===== src/rtl/ads868x_spi_emu.sv =====
`default_nettype none
// ============================================================================
// Module      : ads868x_spi_emu
// Description : ADS868x SPI target emulator. Oversamples SCK/SS/SDI in the
//               aclk domain, decodes 32-bit command frames into a small
//               register file and returns conversion words sourced from an
//               AXI4-Stream sample input. Intended for loopback builds.
//
// Ports       : aclk, areset        system clock / synchronous active-high reset
//               rst_pd_n            device reset pin, low acts like areset
//               SCK, SS, SDI        SPI mode 0 inputs from the host
//               SDO_O, SDO_T        serial data out and its tristate (1 = Z)
//               s_axis_t*           conversion sample source (tready pulses)
//               range_sel           RANGE_SEL[3:0]
//               busy                conversion in progress
//               frame_done          one-cycle pulse on every SS rise
//               frame_err           pulse on short/long frame or SS fall while busy
//
// Build option: ADS868X_EMU_PARITY_EN enables DATAOUT_CTL[3] (PAR_EN), which
//               appends parity flags to the low halfword of every output word.
//
// Revision    : 1.0  initial release
// ============================================================================
module ads868x_spi_emu #(
    parameter int         DATA_WIDTH  = 16,
    parameter int         CONV_CYCLES = 100,
    parameter int         SYNC_STAGES = 2,
    parameter logic [3:0] DEVICE_ID   = 4'd0
) (
    input  logic                  aclk,
    input  logic                  areset,
    input  logic                  rst_pd_n,
    input  logic                  SCK,
    input  logic                  SS,
    input  logic                  SDI,
    output logic                  SDO_O,
    output logic                  SDO_T,
    input  logic [DATA_WIDTH-1:0] s_axis_tdata,
    input  logic                  s_axis_tvalid,
    output logic                  s_axis_tready,
    output logic [3:0]            range_sel,
    output logic                  busy,
    output logic                  frame_done,
    output logic                  frame_err
);

    // ------------------------------------------------------------------------
    // Constants
    // ------------------------------------------------------------------------
    localparam int c_CNT_W = $clog2(CONV_CYCLES + 1);
    localparam logic [c_CNT_W-1:0] c_CONV_LOAD = c_CNT_W'(CONV_CYCLES);

    localparam logic [0:0] c_ST_IDLE  = 1'b0;
    localparam logic [0:0] c_ST_SHIFT = 1'b1;

    // NOP (7'b0000000) needs no constant: it falls into the "no effect" path.
    localparam logic [6:0] c_OP_READ  = 7'b1100100;
    localparam logic [6:0] c_OP_WRITE = 7'b1101000;
    localparam logic [6:0] c_OP_CLEAR = 7'b1100000;
    localparam logic [6:0] c_OP_SET   = 7'b1101100;

    localparam logic [31:0] c_DEVID_REG = {12'h000, DEVICE_ID, 16'h0000};

`ifdef ADS868X_EMU_PARITY_EN
    localparam logic [31:0] c_DATAOUT_WMASK = 32'hFFFF_FFFF;
`else
    // DATAOUT_CTL[3] is held at zero; writes to it are ignored.
    localparam logic [31:0] c_DATAOUT_WMASK = 32'hFFFF_FFF7;
`endif

    // ------------------------------------------------------------------------
    // Reset and input synchronisers
    // ------------------------------------------------------------------------
    logic w_rst;
    assign w_rst = areset | ~rst_pd_n;

    logic [SYNC_STAGES-1:0] r_sck_sync;
    logic [SYNC_STAGES-1:0] r_ss_sync;
    logic [SYNC_STAGES-1:0] r_sdi_sync;
    logic                   r_sck_d;
    logic                   r_ss_d;

    // SS resets high so that a pin held low through reset release is seen as
    // a genuine falling edge and a new frame, never as a spurious rise.
    always_ff @(posedge aclk) begin
        if (w_rst) begin
            r_sck_sync <= '0;
            r_ss_sync  <= '1;
            r_sdi_sync <= '0;
            r_sck_d    <= 1'b0;
            r_ss_d     <= 1'b1;
        end else begin
            r_sck_sync <= {r_sck_sync[SYNC_STAGES-2:0], SCK};
            r_ss_sync  <= {r_ss_sync[SYNC_STAGES-2:0], SS};
            r_sdi_sync <= {r_sdi_sync[SYNC_STAGES-2:0], SDI};
            r_sck_d    <= r_sck_sync[SYNC_STAGES-1];
            r_ss_d     <= r_ss_sync[SYNC_STAGES-1];
        end
    end

    logic w_sck;
    logic w_ss;
    logic w_sdi;
    logic w_sck_rise;
    logic w_sck_fall;
    logic w_ss_rise;
    logic w_ss_fall;

    assign w_sck      = r_sck_sync[SYNC_STAGES-1];
    assign w_ss       = r_ss_sync[SYNC_STAGES-1];
    assign w_sdi      = r_sdi_sync[SYNC_STAGES-1];
    assign w_sck_rise =  w_sck & ~r_sck_d;
    assign w_sck_fall = ~w_sck &  r_sck_d;
    assign w_ss_rise  =  w_ss  & ~r_ss_d;
    assign w_ss_fall  = ~w_ss  &  r_ss_d;

    // ------------------------------------------------------------------------
    // State
    // ------------------------------------------------------------------------
    logic [0:0]         r_state;
    logic [31:0]        r_tx;
    logic [31:0]        r_rx;
    logic [5:0]         r_bitcnt;
    logic               r_sdo;
    logic               r_sdo_t;
    logic               r_frame_done;
    logic               r_frame_err;
    logic               r_pend_valid;
    logic [15:0]        r_pend_hw;
    logic [15:0]        r_result;
    logic               r_busy;
    logic [c_CNT_W-1:0] r_conv_cnt;
    logic [31:0]        r_regs [1:5];

    // ------------------------------------------------------------------------
    // Command decode (valid only while w_ss_rise is asserted)
    // ------------------------------------------------------------------------
    logic [6:0]  w_op;
    logic [8:0]  w_addr;
    logic [15:0] w_data;
    logic [6:0]  w_idx;
    logic        w_upper;
    logic        w_decode;
    logic        w_is_rmw_op;
    logic        w_wr_en;
    logic        w_rd_en;
    logic [31:0] w_reg_rd;
    logic [15:0] w_hw_rd;
    logic [15:0] w_new_hw;
    logic [31:0] w_wr_word;

    assign w_op     = r_rx[31:25];
    assign w_addr   = r_rx[24:16];
    assign w_data   = r_rx[15:0];
    assign w_idx    = w_addr[8:2];
    assign w_upper  = w_addr[1];
    assign w_decode = w_ss_rise && (r_bitcnt == 6'd32) && !w_addr[0];

    assign w_is_rmw_op = (w_op == c_OP_WRITE) || (w_op == c_OP_CLEAR) ||
                         (w_op == c_OP_SET);
    assign w_wr_en = w_decode && w_is_rmw_op &&
                     (w_idx >= 7'd1) && (w_idx <= 7'd5);
    assign w_rd_en = w_decode && (w_op == c_OP_READ);

    // Full register selected by the frame; unmapped indexes read as zero.
    always_comb begin
        w_reg_rd = '0;
        case (w_idx)
            7'd0:    w_reg_rd = c_DEVID_REG;
            7'd1:    w_reg_rd = r_regs[1];
            7'd2:    w_reg_rd = r_regs[2];
            7'd3:    w_reg_rd = r_regs[3];
            7'd4:    w_reg_rd = r_regs[4];
            7'd5:    w_reg_rd = r_regs[5];
            default: w_reg_rd = '0;
        endcase
    end

    assign w_hw_rd = w_upper ? w_reg_rd[31:16] : w_reg_rd[15:0];

    always_comb begin
        w_new_hw = w_hw_rd;
        case (w_op)
            c_OP_WRITE: w_new_hw = w_data;
            c_OP_CLEAR: w_new_hw = w_hw_rd & ~w_data;
            c_OP_SET:   w_new_hw = w_hw_rd |  w_data;
            default:    w_new_hw = w_hw_rd;
        endcase
    end

    // Merge the modified halfword back; only DATAOUT_CTL has a masked bit.
    assign w_wr_word = (w_upper ? {w_new_hw, w_reg_rd[15:0]}
                                : {w_reg_rd[31:16], w_new_hw}) &
                       ((w_idx == 7'd4) ? c_DATAOUT_WMASK : 32'hFFFF_FFFF);

    always_ff @(posedge aclk) begin
        if (w_rst) begin
            for (int i = 1; i <= 5; i++) begin
                r_regs[i] <= '0;
            end
        end else if (w_wr_en) begin
            for (int i = 1; i <= 5; i++) begin
                if (w_idx == 7'(i)) begin
                    r_regs[i] <= w_wr_word;
                end
            end
        end
    end

    // ------------------------------------------------------------------------
    // Output word assembly
    // ------------------------------------------------------------------------
    logic [15:0] w_hw16;
    logic [15:0] w_lo16;

    // A READ_HWORD in the previous valid frame takes priority over the result.
    assign w_hw16 = r_pend_valid ? r_pend_hw : r_result;

`ifdef ADS868X_EMU_PARITY_EN
    assign w_lo16 = r_regs[4][3] ? {^w_hw16, ~^w_hw16, 14'b0} : 16'h0000;
`else
    assign w_lo16 = 16'h0000;
`endif

    // ------------------------------------------------------------------------
    // Frame state machine
    // ------------------------------------------------------------------------
    always_ff @(posedge aclk) begin
        if (w_rst) begin
            r_state      <= c_ST_IDLE;
            r_tx         <= '0;
            r_rx         <= '0;
            r_bitcnt     <= '0;
            r_sdo        <= 1'b0;
            r_sdo_t      <= 1'b1;
            r_frame_done <= 1'b0;
            r_frame_err  <= 1'b0;
            r_pend_valid <= 1'b0;
            r_pend_hw    <= '0;
        end else begin
            r_frame_done <= 1'b0;
            r_frame_err  <= 1'b0;

            if (w_ss_rise) begin
                // SS rise ends (or aborts) whatever is in progress.
                r_state      <= c_ST_IDLE;
                r_sdo_t      <= 1'b1;
                r_sdo        <= 1'b0;
                r_frame_done <= 1'b1;
                if (r_bitcnt != 6'd32) begin
                    r_frame_err <= 1'b1;
                end
                if (w_rd_en) begin
                    r_pend_valid <= 1'b1;
                    r_pend_hw    <= w_hw_rd;
                end
            end else if (w_ss_fall) begin
                r_state      <= c_ST_SHIFT;
                r_tx         <= {w_hw16, w_lo16};
                r_sdo        <= w_hw16[15];
                r_sdo_t      <= 1'b0;
                r_bitcnt     <= '0;
                r_pend_valid <= 1'b0;
                if (r_busy) begin
                    r_frame_err <= 1'b1;
                end
            end else if (r_state == c_ST_SHIFT) begin
                if (w_sck_rise) begin
                    r_rx <= {r_rx[30:0], w_sdi};
                    if (r_bitcnt != 6'd33) begin
                        r_bitcnt <= r_bitcnt + 6'd1;
                    end
                end
                // Zeros shift in behind the word, so SDO reads 0 past bit 32.
                if (w_sck_fall) begin
                    r_tx  <= {r_tx[30:0], 1'b0};
                    r_sdo <= r_tx[30];
                end
            end
        end
    end

    // ------------------------------------------------------------------------
    // Conversion timer and sample capture
    // ------------------------------------------------------------------------
    logic w_conv_last;
    assign w_conv_last = r_busy && (r_conv_cnt == c_CNT_W'(1));

    always_ff @(posedge aclk) begin
        if (w_rst) begin
            r_busy     <= 1'b0;
            r_conv_cnt <= '0;
            r_result   <= '0;
        end else if (w_ss_rise && !r_busy) begin
            r_busy     <= 1'b1;
            r_conv_cnt <= c_CONV_LOAD;
        end else if (r_busy) begin
            if (w_conv_last) begin
                r_busy     <= 1'b0;
                r_conv_cnt <= '0;
                if (s_axis_tvalid) begin
                    r_result <= 16'(s_axis_tdata);
                end
            end else begin
                r_conv_cnt <= r_conv_cnt - c_CNT_W'(1);
            end
        end
    end

    // ------------------------------------------------------------------------
    // Outputs
    // ------------------------------------------------------------------------
    assign SDO_O         = r_sdo;
    assign SDO_T         = r_sdo_t;
    assign s_axis_tready = ~w_rst & w_conv_last & s_axis_tvalid;
    assign range_sel     = r_regs[5][3:0];
    assign busy          = r_busy;
    assign frame_done    = r_frame_done;
    assign frame_err     = r_frame_err;

endmodule
`default_nettype wire


===== config.mk =====
export PLATFORM = sky130hd
export DESIGN_NAME = ads868x_spi_emu
export DESIGN_NICKNAME = d
export VERILOG_FILES = /design/src/rtl/ads868x_spi_emu.sv
export SDC_FILE = /design/constraint.sdc
export NUM_CORES = 1
export LEC_CHECK = 0
export ABC_AREA = 1
export ABC_CLOCK_PERIOD_IN_PS = 5200
export BUFFER_PORTS_ARGS = -buffer_cell sky130_fd_sc_hd__buf_4
export CAP_MARGIN = 20
export CORE_MARGIN = 2
export CORE_UTILIZATION = 55
export DETAILED_ROUTE_END_ITERATION = 8
export HOLD_SLACK_MARGIN = 0.06
export PLACE_DENSITY = 0.82
export SLEW_MARGIN = 0
export SYNTH_ARGS = -nofsm -noshare
export SYNTH_HDL_FRONTEND = slang
export SYNTH_SLANG_ARGS = --single-unit

===== constraint.sdc =====
create_clock -name aclk -period 5.2 [get_ports aclk]
set_input_delay 0.78 -clock aclk [delete_from_list [all_inputs] [get_ports aclk]]
set_output_delay 0.78 -clock aclk [all_outputs]
set_load 0.01 [all_outputs]

Word-level counts from Yosys, hierarchy flattened --
Memories as Yosys holds them, arrays and structs flattened. Index checks and enable logic that the tools add are counted.
Word-level totals: bits in registers 123, logic and storage cells 147, bits in latches 0, memories 1, memory bits (writable) 160, memory bits (read-only) 0
Operators by class: bitwise logic cells 25, equal/unequal tests 14, $lt $le $gt $ge 2, multiplexer cells 57, shift-type cells 0, reductions and logical operators 27, divide/modulo/power cells 0, add/sub/neg operators 2, $mul 0
Memories:
- r_regs | words 5, bits a word 32, rd ports 5, clocked after memory_dff 0, wr ports 5, RTL line 133 | logic [31:0] r_regs [1:5];
Operators by type and width (number):
- 32-bit 2-to-1 mux | 6
- 32-bit one-hot mux with 5 select lines | 1
- 31-bit 2-to-1 mux | 3
- 16-bit one-hot mux with 3 select lines | 1
- 1-bit 2-to-1 mux | 36
- 32-bit AND | 1
- 16-bit 2-to-1 mux | 2
- 7-bit equality test (second input constant) | 4
- 6-bit 2-to-1 mux | 4
- 7-bit 2-to-1 mux | 3
- 16-bit AND | 1
- 16-bit inverter | 1
- 16-bit OR | 1
- 7-bit by 1-bit equality test with 1-bit output (second input constant) | 2
- 7-bit by 2-bit equality test with 1-bit output (second input constant) | 2
- 7-bit by 3-bit equality test with 1-bit output (second input constant) | 2
- 6-bit inequality test (second input constant) | 2
- 4-bit AND reduction | 3
- 2-bit nonzero test | 6
- 1-bit inverter | 9
- 1-bit logical AND | 8
- 7-bit by 1-bit greater-or-equal comparator with 1-bit output (second input constant) | 1
- 7-bit by 3-bit <= comparator with 1-bit output (second input constant) | 1
- 7-bit by 1-bit subtractor with 7-bit output (second input constant) | 1
- 11 further kinds | 26

Logic depth before layout (Yosys ltp) --
Gate-level depths: netlist (run 1).
word-level depth 11, mapped depth 14

Worst setup path after synthesis (run 1) --
No wires, ideal clock.
kind register to register, start point reg r_ss_d, end point reg, netlist name r_regs[0][160], stages on the path, launching flop included 8, path slack 1.402 ns, data arrival time 3.332 ns, period minus slack after synthesis 3.798 ns, path through dfxtp_1 > inv_1 > ha_1 > buf_2 > nand4_1 > nor2_1 > nand3_2 > o21ai_0
RTL lines:
- from (decl) | RTL line 81 | logic r_ss_d;
- from (signal assigned) | RTL line 97 | r_ss_d <= r_ss_sync[SYNC_STAGES-1];

==> results.txt, run 1 <==
WL per Instance: 17.2 µm
Synthesis Warnings: 0
CTS tree: built
Worst-Skew Late Latency: 540 ps
Vias: 10,300
Status: completed
Layout cells sized above 1: 10.2%
Final Hold Fails: 0
Routed WL: 30,300 µm
Netlist cell types: 39
I/O pins: 33
CP Max Fanout: 72
Crit start category: flop
Clock-pin slew on the worst setup and hold paths: 60 ps
Initial antenna violation count: 0
TritonCTS Buffers: 28
Post-route clock period utilization: 58.8%
Initial DRC Count: 1,216
Grt ovf: 0
Sequential area share after synthesis: 54.8%
Critical path arrival: 3440 ps
GRT Util Overall: 24.9%
Vias per cell: 5.82
Peak supply drop: 0.295 mV
Syn nets: 1,507
Upper clock frequency limit: 327 MHz
Worst slack at placement: 2220 ps
Remaining antenna violation count after routing: 0
LEAKAGE: 5.08 nW
Die ar.: 24,300 µm²
Fill cells: 1,869
# setup viols final: 0
Clock root cell: clkbuf_16
Power Density: 312 nW/µm²
Setup bufs post-CTS: 0
Most common cell after layout, fill and taps aside: nor2_1
Die width: 156 µm
RSZ-0062 raised after global routing: no
Clock Skew: 7.03 ps
Max_slew headroom: 33.0%
Core area: 22,600 µm²
Setup slack after layout: 2140 ps
Post-CTS Hold Fix Bufs: 0
IO buf count: 32
First-pass GRT wire length: 48,300 µm
Maximum number of pins on one net before global-route repair: 92
Max Cap Viol: 0
Total clock sinks: 267
Synth Area per Inst: 8.58 µm²
Remaining DRCs: 0
Clk buf depth: 3
Vias in the first global route: 9,559
Layout Nets: 1,489
Worst setup path class: reg2reg
Worst-Margin Slew: 1000 ps
Min Tclk post-route: 3060 ps
First-pass iteration count of the detailed router: 6
Post-Synthesis Cells: 1,477
Setup TNS: 0 ps
# resized after CTS: 0
FF+latch area: 6950 µm²
Row count: 55
Placer Congestion: 0.847
Syn-to-layout area delta: 8.47%
Hold Path Class: reg2reg
Chip height: 156 µm
Initial core utilization: 56.0%
Area of the multi-input gates: 4810 µm²
WP data required: 5580 ps
Yosys reg bits: 267
Count of pins over their slew limit: 0
H-Tree Depth: 1
Crit. End Element: flop
Post-DP HPWL: 17,800 µm
Mapped cell area: 12,700 µm²
Commonest non-fill, non-tap cells in the layout: 358 x nor2_1, 246 x nand3_1, 160 x edfxtp_1
## layer usage
layer / global-route usage [%] / part of all wire, % / routed length, µm
met1: 34.0 / 41 / 12400
met2: 40.4 / 46 / 14000
met3: 3.92 / 9.8 / 2980
met4: 9.17 / 3.0 / 899
met5: 0 / 0 / 0
## cells by family after synthesis
| group | synth area share, % |
|---|---|
| AND/OR/NAND/NOR | 28.7 |
| buffers and inverters | 7.48 |
| XOR/XNOR | 0.207 |
| AO/OA/AOI/OAI | 8.02 |
| adder cells (fa/ha/maj) | 0.691 |
| flip-flops | 54.8 |
| other | 0.0296 |
## critical path, cell delays in order, from the launching register on
cell and delay [ps]:
dfxtp_1 330, inv_2 70, nand2_2 80, nor2_8 740
buf_4 650, nand3_1 190, nand2_1 110, nor2_1 60
nand3_1 120, nand3_1 120, nand3_1 110, nand2_2 120
nor2_1 120
## path summary, 6_finish.rpt
| check | from | slack, ps | end | cells after the start |
|---|---|---|---|---|
| worst max-delay path | r_rx[22] | 2140 | r_regs[0][44] | 12 |
| worst min-delay path | r_sck_sync[0] | 410 | r_sck_sync[1] | 2 |
| worst max register to register | r_rx[22] | 2140 | r_regs[0][44] | 12 |
| worst min register to register | r_sck_sync[0] | 410 | r_sck_sync[1] | 2 |
## where the power goes
part / internal, mW / switching [mW]
sequential: 2.30 / 0.0199
combinational: 0.0264 / 0.0623
clock: 1.08 / 0.794
## area by class of cell
cell class | instances | area share, %
inverters | 99 | 2.70
diodes | 1 | 0.0182
clock buffers | 39 | 5.92
repair buffers | 48 | 2.86
multi-input cells | 1015 | 35.0
well taps | 285 | 2.59
clock inverters | 10 | 0.355
flip-flops and latches | 267 | 50.6
## stage by stage
step / instance area [µm²] / power, mW / utilization, % / hold slack (ps) / cells
finish: 13700 / 4.28 / 60.7 / 409 / 1764
global placement: 12800 / 2.45 / 56.7 / 397 / 1712
detailed placement: 12800 / 2.45 / 56.7 / 397 / 1712
CTS: 13700 / 4.30 / 60.5 / 412 / 1761
global route: 13700 / 4.39 / 60.7 / 421 / 1763
floorplan: 12700 / 2.41 / - / 393 / 1477
## synth_stat cells (all sizes together)
| cell type | count | share of area (%) |
|---|---|---|
| o211ai | 18 | 1.2 |
| xnor2 | 1 | 0.069 |
| a21oi | 44 | 1.9 |
| ha | 7 | 0.69 |
| nand4 | 9 | 0.44 |
| conb | 1 | 0.030 |
| nor3 | 6 | 0.24 |
| o21ai | 103 | 4.1 |
| clkbuf | 48 | 1.4 |
| or2 | 4 | 0.20 |
| xor2 | 2 | 0.14 |
| nand2 | 177 | 5.9 |
| a31oi | 15 | 0.74 |
| a211oi | 2 | 0.12 |
| inv | 96 | 2.8 |
| buf | 48 | 3.1 |
| o21a | 1 | 0.059 |
| nor2 | 365 | 11 |
| nor3b | 1 | 0.059 |
| nand3b | 6 | 0.36 |
| clkinv | 3 | 0.089 |
| edfxtp | 160 | 38 |
| nand3 | 253 | 10 |
| dfxtp | 107 | 17 |
## flip-flops by register name, summed over array words and instances (netlist names), 2 cells and up
name and count:
r_ss_sync 2, r_bitcnt 6, r_regs 160, r_rx 32, r_pend_hw 16, r_result 16
r_sck_sync 2, r_sdi_sync 2, r_conv_cnt 7, r_tx 15
(Power assumes the default switching activity.)
==> inputs of run 2 (changes only) <==
- ABC_CLOCK_PERIOD_IN_PS: 5200 -> 2900
- clock period: 5.2 -> 2.9 ns (I/O delays scaled with it)
==> results.txt, run 2 (synthesized netlist as in run 1, its figures left out) <==
Vias: 10,200
Remaining antenna violation count after routing: 0
Min Tclk post-route: 2550 ps
Status: completed
Worst setup path class: reg2reg
WL per Instance: 17.0 µm
Final instance area: 14,000 µm²
Max Cap Viol: 0
Post-route clock period utilization: 87.8%
Remaining DRCs: 0
Vias per cell: 5.74
Final Util: 61.7%
Clk buf depth: 3
Crit path top cell by count: nor2_1
Fin cells: 1,781
First-pass GRT wire length: 48,000 µm
Critical path arrival: 2930 ps
Layout Nets: 1,504
Commonest non-fill, non-tap cells in the layout: 358 x nor2_1, 246 x nand3_1, 160 x edfxtp_1
IO buf count: 32
Crit-path cells: inv_1 -> ha_1 -> nand4_1 -> nor2_1 -> nand3_2 -> a21oi_4 -> nand3_4 -> nor2_1
Syn-to-layout area delta: 10.3%
Maximum number of pins on one net before global-route repair: 60
Peak supply drop: 0.511 mV
Clock Skew: 13.0 ps
Min Hold Slack: 81.5 ps
CP peak stage delay: 460 ps
Chip height: 156 µm
Worst-Skew Late Latency: 550 ps
Die ar.: 24,300 µm²
CP Max Fanout: 32
Clock-pin slew on the worst setup and hold paths: 60 ps
# resized after CTS: 0
TritonCTS Buffers: 28
Crit. End Element: flop
Max FFs per register: 160
I/O pins: 33
Crit start category: flop
Placed instance area: 13,000 µm²
LEAKAGE: 5.21 nW
Routed WL: 30,300 µm
RSZ-0062 raised after global routing: no
# diodes: 0
Max_slew headroom: 51.6%
WP data required: 3280 ps
Row count: 55
# setup viols final: 0
Initial core utilization: 56.0%
Core area: 22,600 µm²
Most common cell after layout, fill and taps aside: nor2_1
CTS tree: built
Upper clock frequency limit: 393 MHz
Vias in the first global route: 9,584
Critical-path top delay cell: nand3_4
Post-DP HPWL: 18,800 µm
GRT Util Overall: 24.7%
Total clock sinks: 267
Final Hold Fails: 0
Setup bufs post-CTS: 0
Setup TNS: 0 ps
Initial DRC Count: 1,123
Hold Path Class: in2reg
Power Density: 581 nW/µm²
Die width: 156 µm
Placer Congestion: 0.857
Worst r2r path cells: 8
Initial antenna violation count: 0
Clock root cell: clkbuf_16
Largest regs: r_regs x160, r_rx x32
First-pass iteration count of the detailed router: 6
Layout cells sized above 1: 11.2%
Post-CTS Hold Fix Bufs: 0
Grt ovf: 0
Hold Path Depth: 2
# placed instances: 1,729
Count of pins over their slew limit: 0
H-Tree Depth: 1
R2R setup slack: 350 ps
Largest reg by FF count: r_regs
Worst-Margin Slew: 722 ps
[run 2: cell count changes in the layout (fill, tap and decap cells not counted)]
cell,before,now
bufinv_16,0,5
clkbuf_16,29,30
buf_4,46,59
nor2_2,1,3
clkbuf_1,5,7
buf_12,1,4
clkinv_2,4,5
diode_2,1,0
clkbuf_8,5,0
inv_4,1,0
nor2_4,5,3
buf_16,1,0
[run 2: critical path: cells and delay by family (launching register included)]
kind                     cells  cell delay, ps
adder cells (fa/ha/maj)      1             330
flip-flops                   1             310
AO/OA/AOI/OAI                1             330
buffers and inverters        1              50
AND/OR/NAND/NOR              5            1360
[run 2: cell type report]
cell class | instances | area (µm²)
multi-input combinational | 1015 | 4800
clock buffer | 37 | 777
tap | 285 | 357
timing repair buffer | 63 | 523
clock inverter | 15 | 198
fill | 1887 | 8670
inverter | 99 | 372
sequential | 267 | 6950
[run 2: stage by stage]
| step | total power [mW] | worst slack, ps |
|---|---|---|
| 3_5_place_dp | 4.40 | 411 |
| 6_report | 8.12 | 353 |
| 3_3_place_gp | 4.40 | 560 |
| 4_1_cts | 8.16 | 362 |
| 2_1_floorplan | 4.32 | 433 |
| 5_1_grt | 8.32 | 166 |
[run 2: worst paths after layout]
| check | start | endpoint |
|---|---|---|
| worst max-delay path | r_ss_d | r_regs[0][69] |
| worst min-delay path | SS | r_ss_sync[0] |
| worst max register to register | r_ss_d | r_regs[0][69] |
| worst min register to register | r_sck_sync[0] | r_sck_sync[1] |
[run 2: per-layer routing]
layer	wire length, µm	track usage [%]
met3	3200	5.50
met1	12100	32.6
met2	14100	40.2
met4	897	9.26
met5	0	0
[run 2: power by group]
part / switching [mW] / total (mW) / internal [mW] / leakage [nW]
registers: 0.0359 / 4.16 / 4.13 / 2.60
clock network: 1.47 / 3.80 / 2.32 / 0.475
logic: 0.111 / 0.164 / 0.0529 / 2.13
total: 1.62 / 8.12 / 6.50 / 5.21
